--- src/rtl/gpu_pkg.sv ---
// Shared types for the GPU rectangle walker: FSM state encoding and the
// latched rectangle command. Command fields are stored at a fixed maximum
// width so one struct serves every parameterisation of the walker; the walker
// zero-extends on capture and slices back to its own widths on use.
package gpu_pkg;

  localparam int GPU_MAX_COORD_W = 32;  // COORD_W must not exceed this
  localparam int GPU_MAX_STEP_W  = 48;  // COORD_W+FRAC_W must not exceed this

  typedef enum logic [1:0] {
    IDLE = 2'd0,
    RUN  = 2'd1,
    DONE = 2'd2
  } state_t;

  typedef struct packed {
    logic [GPU_MAX_COORD_W-1:0] ss_x;
    logic [GPU_MAX_COORD_W-1:0] ss_y;
    logic [GPU_MAX_COORD_W-1:0] screen_x;
    logic [GPU_MAX_COORD_W-1:0] screen_y;
    logic [GPU_MAX_COORD_W-1:0] width;
    logic [GPU_MAX_COORD_W-1:0] height;
    logic [GPU_MAX_STEP_W-1:0]  step_x;
    logic [GPU_MAX_STEP_W-1:0]  step_y;
    logic                       mirror_x;
    logic                       mirror_y;
  } rect_cmd_t;

endpackage

--- src/rtl/gpu_axis_stepper.sv ---
// One axis of the rectangle walk: position counter, fixed-point sprite-sheet
// accumulator, end-of-axis detect and mirrored screen coordinate.
// 'wrap' pulses on the advance that leaves the last position; the y-axis
// instance advances on the x-axis wrap.
module gpu_axis_stepper #(
  parameter int COORD_W = 16,
  parameter int FRAC_W  = 8
) (
  input  logic                   clk,
  input  logic                   rst,
  input  logic                   clear,
  input  logic                   advance,
  input  logic [COORD_W-1:0]     size,
  input  logic [COORD_W-1:0]     origin,
  input  logic [COORD_W+FRAC_W-1:0] step,
  input  logic                   mirror,
  output logic                   last,
  output logic                   wrap,
  output logic [COORD_W-1:0]     screen,
  output logic [2*COORD_W-1:0]   ss_off
);

  // Wide enough that (size-1) * max step cannot overflow.
  localparam int ACC_W = 2*COORD_W + FRAC_W;

  logic [COORD_W-1:0] pos;
  logic [ACC_W-1:0]   acc;

  // Position and accumulator restart at each new command and at each wrap.
  always_ff @(posedge clk or posedge rst) begin
    if (rst) begin
      pos <= '0;
      acc <= '0;
    end else if (clear) begin
      pos <= '0;
      acc <= '0;
    end else if (advance) begin
      if (last) begin
        pos <= '0;
        acc <= '0;
      end else begin
        pos <= pos + COORD_W'(1);
        acc <= acc + ACC_W'(step);
      end
    end
  end

  assign last   = (pos == size - COORD_W'(1));
  assign wrap   = advance && last;
  // Screen math is modulo 2^COORD_W; mirroring walks from the far edge back.
  assign screen = mirror ? (origin + size - COORD_W'(1) - pos) : (origin + pos);
  assign ss_off = acc[ACC_W-1:FRAC_W];

endmodule

--- src/rtl/gpu_rect_walker.sv ---
// GPU rectangle walker: accepts one rectangle command and emits one pixel
// descriptor (sprite-sheet + screen coordinate) per cycle in row-major order.
// Optional screen clipping is enabled by defining GPU_RECT_CLIP_EN.
//
// Handshakes (both ports): a transfer happens on a rising clk edge where
// valid && ready are both high. The producer holds valid and payload stable
// until that edge; ready may change freely and never depends on valid here.
module gpu_rect_walker
  import gpu_pkg::*;
#(
  parameter int COORD_W  = 16,
  parameter int FRAC_W   = 8,
  parameter int SS_W     = 32,
  parameter int SCREEN_W = 400,
  parameter int SCREEN_H = 240
) (
  input  logic                      clk,
  input  logic                      rst,
  input  logic                      re_valid,
  output logic                      re_ready,
  input  logic [COORD_W-1:0]        re_ss_x,
  input  logic [COORD_W-1:0]        re_ss_y,
  input  logic [COORD_W-1:0]        re_screen_x,
  input  logic [COORD_W-1:0]        re_screen_y,
  input  logic [COORD_W-1:0]        re_width,
  input  logic [COORD_W-1:0]        re_height,
  input  logic [COORD_W+FRAC_W-1:0] re_step_x,
  input  logic [COORD_W+FRAC_W-1:0] re_step_y,
  input  logic                      re_mirror_x,
  input  logic                      re_mirror_y,
  output logic                      se_valid,
  input  logic                      se_ready,
  output logic [SS_W-1:0]           se_ss_x,
  output logic [SS_W-1:0]           se_ss_y,
  output logic [COORD_W-1:0]        se_screen_x,
  output logic [COORD_W-1:0]        se_screen_y,
  output logic                      busy
);

  state_t    state, next_state;
  rect_cmd_t cmd;
  logic      gen_done;   // every position of the command has been visited

  logic accept, zero_size, can_load, pos_clip, advance, load, finish, last_pos;
  logic x_last, x_wrap, y_last, unused_y_wrap, unused_cmd;
  logic [COORD_W-1:0]   x_screen, y_screen;
  logic [2*COORD_W-1:0] x_ss_off, y_ss_off;

  assign accept    = (state == IDLE) && re_valid && re_ready;
  assign zero_size = (re_width == '0) || (re_height == '0);
  assign can_load  = !se_valid || se_ready;
  assign last_pos  = x_last && y_last;

`ifdef GPU_RECT_CLIP_EN
  // Off-screen positions are skipped without consuming an output slot.
  assign pos_clip = ({1'b0, x_screen} >= (COORD_W+1)'(SCREEN_W)) ||
                    ({1'b0, y_screen} >= (COORD_W+1)'(SCREEN_H));
`else
  localparam int unused_screen_dims = SCREEN_W + SCREEN_H;
  assign pos_clip = 1'b0;
`endif

  assign advance = (state == RUN) && !gen_done && (pos_clip || can_load);
  assign load    = advance && !pos_clip;
  // Last position visited and its pixel (if any) has left the output register.
  assign finish  = (state == RUN) && gen_done && can_load;
  assign unused_cmd = ^cmd;

  gpu_axis_stepper #(.COORD_W(COORD_W), .FRAC_W(FRAC_W)) u_x (
    .clk(clk), .rst(rst), .clear(accept), .advance(advance),
    .size(cmd.width[COORD_W-1:0]), .origin(cmd.screen_x[COORD_W-1:0]),
    .step(cmd.step_x[COORD_W+FRAC_W-1:0]), .mirror(cmd.mirror_x),
    .last(x_last), .wrap(x_wrap), .screen(x_screen), .ss_off(x_ss_off)
  );

  gpu_axis_stepper #(.COORD_W(COORD_W), .FRAC_W(FRAC_W)) u_y (
    .clk(clk), .rst(rst), .clear(accept), .advance(x_wrap),
    .size(cmd.height[COORD_W-1:0]), .origin(cmd.screen_y[COORD_W-1:0]),
    .step(cmd.step_y[COORD_W+FRAC_W-1:0]), .mirror(cmd.mirror_y),
    .last(y_last), .wrap(unused_y_wrap), .screen(y_screen), .ss_off(y_ss_off)
  );

  // FSM state register.
  always_ff @(posedge clk or posedge rst) begin
    if (rst) state <= IDLE;
    else     state <= next_state;
  end

  // Next-state: zero-size commands skip straight to DONE.
  always_comb begin
    next_state = state;
    case (state)
      IDLE:    if (accept) next_state = zero_size ? DONE : RUN;
      RUN:     if (finish) next_state = DONE;
      DONE:    next_state = IDLE;
      default: next_state = IDLE;
    endcase
  end

  // Command capture, handshake flags and the pixel output register.
  always_ff @(posedge clk or posedge rst) begin
    if (rst) begin
      re_ready    <= 1'b0;
      busy        <= 1'b0;
      se_valid    <= 1'b0;
      se_ss_x     <= '0;
      se_ss_y     <= '0;
      se_screen_x <= '0;
      se_screen_y <= '0;
      cmd         <= '0;
      gen_done    <= 1'b0;
    end else begin
      case (state)
        IDLE: begin
          if (accept) begin
            re_ready <= 1'b0;
            busy     <= 1'b1;
            gen_done <= 1'b0;
            cmd      <= '{ss_x:     GPU_MAX_COORD_W'(re_ss_x),
                          ss_y:     GPU_MAX_COORD_W'(re_ss_y),
                          screen_x: GPU_MAX_COORD_W'(re_screen_x),
                          screen_y: GPU_MAX_COORD_W'(re_screen_y),
                          width:    GPU_MAX_COORD_W'(re_width),
                          height:   GPU_MAX_COORD_W'(re_height),
                          step_x:   GPU_MAX_STEP_W'(re_step_x),
                          step_y:   GPU_MAX_STEP_W'(re_step_y),
                          mirror_x: re_mirror_x,
                          mirror_y: re_mirror_y};
          end else begin
            re_ready <= 1'b1;
          end
        end
        RUN: begin
          if (load) begin
            se_valid    <= 1'b1;
            se_ss_x     <= SS_W'(cmd.ss_x[COORD_W-1:0]) + SS_W'(x_ss_off);
            se_ss_y     <= SS_W'(cmd.ss_y[COORD_W-1:0]) + SS_W'(y_ss_off);
            se_screen_x <= x_screen;
            se_screen_y <= y_screen;
          end else if (se_ready) begin
            se_valid <= 1'b0;
          end
          if (advance && last_pos) gen_done <= 1'b1;
        end
        DONE: begin
          re_ready <= 1'b1;
          busy     <= 1'b0;
        end
        default: ;
      endcase
    end
  end

endmodule
--- config.mk ---
export PLATFORM = sky130hd
export DESIGN_NAME = gpu_rect_walker
export DESIGN_NICKNAME = d
export VERILOG_FILES = /design/src/rtl/gpu_pkg.sv /design/src/rtl/gpu_axis_stepper.sv /design/src/rtl/gpu_rect_walker.sv
export SDC_FILE = /design/constraint.sdc
export NUM_CORES = 1
export LEC_CHECK = 0
export BUFFER_PORTS_ARGS = -buffer_cell sky130_fd_sc_hd__clkbuf_2
export CAP_MARGIN = 20
export CORE_ASPECT_RATIO = 2
export CORE_MARGIN = 1
export CORE_UTILIZATION = 60
export CTS_CLUSTER_DIAMETER = 60
export DETAILED_ROUTE_END_ITERATION = 10
export HOLD_SLACK_MARGIN = 0.05
export MAX_ROUTING_LAYER = met4
export PLACE_DENSITY = 0.81
export SLEW_MARGIN = 20
export SYNTH_ARGS = -nofsm -noshare
export SYNTH_HDL_FRONTEND = slang
export SYNTH_SLANG_ARGS = --single-unit
--- constraint.sdc ---
create_clock -name clk -period 12.9 [get_ports clk]
set_input_delay 0 -clock clk [delete_from_list [all_inputs] [get_ports clk]]
set_output_delay 0 -clock clk [all_outputs]
set_load 0.01 [all_outputs]
==> impl_metrics.tcl, run 1 <==
set metrics [dict create \
    ys_seq_area_frac 0.388 \
    insertion_delay_ns 0.54 \
    period_needed_ns 3.96 \
    slew_viol_final 0 \
    rsz0062_at_grt "no" \
    grt_max_degree 133 \
    grt-busiest-layer "met2" \
    clk_pin_slew_ns 0.06 \
    cap_violations 0 \
    finalCritPeriodShare 0.307 \
    finClkSkew_ns 0.0153 \
    io_pins 249 \
    slew_headroom 0.332 \
    synthesis.nets 3041 \
    final_common_cell "nand2_1" \
    numCtsBuffers 35 \
    cp-end-kind "register" \
    cp_max_fo 13 \
    synth.cell_area_um2 23200 \
    initial_core_util 0.610 \
    hp-class "primary input to async pin" \
    dp_hpwl_mm 47.6 \
    synth_warnings 0 \
    cts_num_sinks 360 \
    synth_cells 2709 \
    drive_gt1_frac 0.115 \
    drc 0 \
    worstPathArrival_ns 4.41 \
    fp.dieW_um 141 \
    final_core_util 0.726 \
    syn_to_final_growth_pct 19.0 \
    use_met2 0.641 \
    fin_tns_setup_ns 0 \
    grt_pass1_wl_mm 108 \
    met1_usage 0.373 \
    setup_slack_ns 8.94 \
    cts_setup_buffers 0 \
    dp_slack_ns 8.82 \
    avgRoutedWirePerCell_um 18.6 \
    setup_viol 0 \
    synth_area_leaders "dfrtp_1, nand2_1, ha_1" \
    rr_worst_depth 11 \
    grt_overflow 0 \
    antennaDiodeCount 0 \
    die_h_um 280 \
    portBuffers 248 \
    ys_seq_elements 360 \
    vias 21400 \
    p_total_uw 6780 \
    required_ns 13.35 \
    worstSetupStartpointType "register" \
    antenna_found_initial 0 \
    synth_edf_count 0 \
    grt_pass1_vias 21900 \
    first_iter_violations 972 \
    max_freq_mhz 252 \
    die-area_um2 39500 \
    track_usage 0.355 \
    final_cell_mix "nand2_1, dfrtp_1, o21ai_0, clkbuf_2, inv_1" \
    netlist.area_leader.share 0.388 \
    cts_resized 0 \
    power-per-cell-area_nw_per_um2 246 \
    crit_type "register to register" \
    vias_per_cell 5.93 \
    rows 101 \
    cts_max_level 2 \
    routabilityCongestion 0.960 \
    grtUsageMet3 0.0428 \
    async_flop_share 1.00 \
    yosysTopAreaCell "dfrtp_1" \
    cts_tree "done" \
    nets 3399 \
    ys.flop_type "dfrtp_1" \
    drt_first_pass_iters 5 \
    clockRootBuffer "clkbuf_16" \
    hold_violations 0 \
    wl_mm 66.9 \
    instances_no_fill 3605 \
    dp.cells 3390 \
    ys_types 80 \
    drtAntennaViolNets 0 \
    core_area_um2 38000 \
    cts.path.max_buffers 3 \
    power.static_leakage_uw 0.0133 \
    avgSynthCellArea_um2 8.56 \
    tightest_slew_ns 0.991 \
    status "completed" \
    peakVddDrop_mv 0.172 \
]
[per-layer routing]
layer | share of wire | vias to the layer above
met5 | 0 | -
met1 | 0.37 | 10300
met3 | 0.045 | 242
met2 | 0.53 | 728
met4 | 0.058 | 0
li1 | - | 10100
[stage by stage]
step | hold WS, ns | area (um2)
2_1_floorplan | 0.105 | 23200
3_3_place_gp | 0.190 | 24900
3_5_place_dp | 0.193 | 24900
4_1_cts | 0.172 | 27600
5_1_grt | 0.196 | 27600
6_report | 0.178 | 27600
[what timing repair did]
| item | CTS | global route |
|---|---|---|
| hold buffers | 155 | 0 |
| hold endpoints to repair | 279 | 0 |
| setup endpoints to repair | 0 | 0 |
[path summary, 6_finish.rpt]
kind                              startpoint             end  slack, ns
min in group clk                re_step_x[3]         cmd[53]       0.19
max in group asynchronous                rst  se_screen_y[8]      11.03
worst max-delay path                cmd[131]     u_y.pos[12]       8.94
worst min-delay path                     rst     se_ss_x[13]       0.18
worst max register to register      cmd[131]     u_y.pos[12]       8.94
worst min register to register      state[1]            busy       0.48
[Yosys cell counts, drive strengths merged, types with 12 or more instances]
library cell,number
and3,59
o21a,25
a211oi,27
nor4,19
o211ai,19
nand3,54
and2,16
o31ai,19
or3,21
nand2b,25
ha,144
xnor2,99
nand2,565
o21ai,310
dfrtp,360
buf,21
nor2b,17
a31oi,22
a2111oi,12
nor2,126
a21o,44
fa,38
clkbuf,77
xor2,86
mux2i,14
nand4,18
nor3,57
a21oi,118
inv,165
[power by group]
| part | internal [uW] | switching (uW) |
|---|---|---|
| sequential | 1540 | 364 |
| clock | 605 | 451 |
| combinational | 1570 | 2260 |
| total | 3710 | 3080 |
[registers in the layout (all words and copies together) (netlist names)]
name / flops
busy: 1
cmd: 146
gen_done: 1
re_ready: 1
se_screen_x: 16
se_screen_y: 16
se_ss_x: 32
se_ss_y: 32
se_valid: 1
state: 2
u_x.acc: 40
u_x.pos: 16
u_y.acc: 40
u_y.pos: 16
[final cells by class]
type | count | area, um2
tap | 515 | 644
clock buffer | 52 | 1050
clock inverter | 8 | 96.3
timing repair buffer | 419 | 2940
inverter | 166 | 631
fill | 2844 | 10400
sequential | 360 | 9010
multi-input combinational | 2085 | 13200
[worst max-delay path: stages (launching register included)]
cell and delay (ns):
dfrtp_1 0.40, inv_1 0.13, ha_1 0.29, nor4b_1 0.62
and4_1 0.33, a211oi_1 0.10, nor3_1 0.31, o2111a_2 0.41
nand2_2 0.18, nor2_1 0.75, nand3_1 0.16, a21oi_1 0.18
[logic make-up (layout without fill, tap and decap cells)]
logic type / after synthesis / count (layout) / synth area share
buf+inv: 264 / 645 / 0.0440
compound gates: 689 / 689 / 0.183
mux: 18 / 18 / 0.00798
fa+ha+maj: 182 / 182 / 0.110
flops: 360 / 360 / 0.388
xor+xnor: 185 / 185 / 0.0698
simple gates: 1011 / 1011 / 0.197
Note: power is estimated with default switching activity, not from simulation.
==> run 2: changes to the inputs <==
CORE_UTILIZATION = 54   (was 60)
PLACE_DENSITY = 0.77   (was 0.81)
clock period = 3.6 ns   (was 12.9 ns; I/O delays follow)
==> impl_metrics.tcl, run 2 (synthesis results as in run 1) <==
set metrics [dict create \
    status "completed" \
    cts_num_sinks 360 \
    drc 0 \
    finClkSkew_ns 0.0254 \
    hold_ws_ns 0.178 \
    p_total_uw 24900 \
    final_cell_mix "nand2_1, dfrtp_1, o21ai_0, clkbuf_2, inv_1" \
    cp_max_fo 12 \
    rows 107 \
    drive_gt1_frac 0.131 \
    drtAntennaViolNets 0 \
    fp.dieW_um 149 \
    cap_violations 0 \
    slew_headroom 0.412 \
    required_ns 4.02 \
    crit-reg2reg-launch "cmd[131]" \
    cts_tree "done" \
    crit_family "simple AND/OR/NAND/NOR gates" \
    worstSetupStartpointType "register" \
    numCtsBuffers 36 \
    largest_register_ffs 146 \
    routabilityCongestion 0.938 \
    die_h_um 295 \
    track_usage 0.326 \
    max_freq_mhz 286 \
    worst_path_most_repeated_cell "a2111oi_2" \
    cp-end-kind "register" \
    antennaDiodeCount 0 \
    setup_viol 0 \
    path_cells "inv_1, ha_2, or4b_4, a2111oi_2, nor3_1, nor4_2, o2111a_2, a21oi_4, buf_12, buf_4, a2111oi_2, xnor2_1, nor2_1" \
    io_pins 249 \
    worstPathArrival_ns 3.91 \
    dp_hpwl_mm 50.5 \
    avgRoutedWirePerCell_um 18.8 \
    initial_core_util 0.547 \
    nets 3447 \
    cp_slowest_cell "or4b_4" \
    setup_slack_ns 0.106 \
    power-per-cell-area_nw_per_um2 884 \
    period_needed_ns 3.49 \
    cts.path.max_buffers 3 \
    cpPeakStageDelay_ns 0.50 \
    first_iter_violations 1117 \
    whs_endpoint "cmd[70]" \
    power.static_leakage_uw 0.0136 \
    worstHoldPathCells 4 \
    clk_pin_slew_ns 0.06 \
    hold_violations 0 \
    reg2reg_to "u_y.acc[34]" \
    final_common_cell "nand2_1" \
    antenna_found_initial 0 \
    peakVddDrop_mv 0.656 \
    critical_path.startpoint "cmd[131]" \
    regMostFlops "cmd" \
    die-area_um2 43800 \
    insertion_delay_ns 0.56 \
    worstHoldStart "re_step_x[20]" \
    reg_top3 "cmd x146, u_x.acc x40, u_y.acc x40" \
    rr_worst_depth 13 \
    wl_mm 69.2 \
    grt_pass1_vias 21800 \
    grt_pass1_wl_mm 109 \
    r2r_setup_slack_ns 0.11 \
    clockRootBuffer "clkbuf_16" \
    drt_first_pass_iters 7 \
    vias_per_cell 5.77 \
    cp.buffers_inverters 3 \
    crit_type "register to register" \
    hp-class "primary input to register" \
    dp_slack_ns 0.0176 \
    fillCellCount 3527 \
    core_area_um2 42400 \
    slew_viol_final 0 \
    grt_overflow 0 \
    vias 21300 \
    tightest_slew_ns 0.882 \
    finalCritPeriodShare 0.971 \
    portBuffers 248 \
    grt_max_degree 123 \
    syn_to_final_growth_pct 21.2 \
    cts_max_level 2 \
]
-- run 2: cell types whose count changed in the layout (fill, tap and decap cells not counted), sizes merged --
cell	previous run	this run
buf	16	63
bufinv	2	4
clkbuf	300	302
clkinv	5	7
inv	166	164
-- run 2: worst max path at each step --
stage | endpoint | slack, ns | cells past startpoint
detailed placement | u_y.acc[25] | 0.02 | 11
floorplan | busy | -1.23 | 1
global route | se_screen_x[15] | -0.11 | 13
finish | u_y.acc[34] | 0.11 | 13
global placement | u_y.acc[34] | 0.17 | 13
CTS | u_y.acc[34] | 0.05 | 13
-- run 2: metal layers --
layer / global-route usage / vias up / share of wire
met1: 0.336 / 10200 / 0.37
met4: 0.170 / 0 / 0.051
met5: - / - / 0
met3: 0.0426 / 178 / 0.048
li1: - / 10200 / -
met2: 0.594 / 660 / 0.53
-- run 2: metrics by stage --
| step | utilization | cell area (um2) | setup TNS, ns | std cells |
|---|---|---|---|---|
| 6_report | 0.662 | 28100 | 0 | 3686 |
| 4_1_cts | 0.661 | 28100 | 0 | 3684 |
| 3_3_place_gp | 0.595 | 25300 | 0 | 3465 |
| 5_1_grt | 0.662 | 28100 | -0.107 | 3686 |
| 2_1_floorplan | - | 23200 | -441.46 | 2709 |
| 3_5_place_dp | 0.595 | 25300 | 0 | 3465 |
-- run 2: final cells by class --
type                       instances  area [um2]  area share
multi-input combinational       2085       13200       0.471
sequential                       360        9010       0.320
timing repair buffer             466        3320       0.118
clock buffer                      54        1080      0.0385
tap                              545         682      0.0243
inverter                         166         627      0.0223
clock inverter                    10         161     0.00574
-- run 2: worst min-delay path: stages --
cell           delay (ns)
dlygate4sd3_1        0.52
clkbuf_2             0.10
nand2_1              0.04
nand2_1              0.04
-- run 2: where the power goes --
part           internal, uW  switching, uW
clock network          2370           1690
logic                  5800           8210
registers              5510           1280
-- run 2: what timing repair did --
action                                 4_1_cts  5_1_grt
setup endpoints to repair                    1       29
pin swaps                                    0        2
hold buffers                               155        0
buffers inserted                             0        2
gates resized for setup                      1        8
endpoints found under the hold margin      513        0
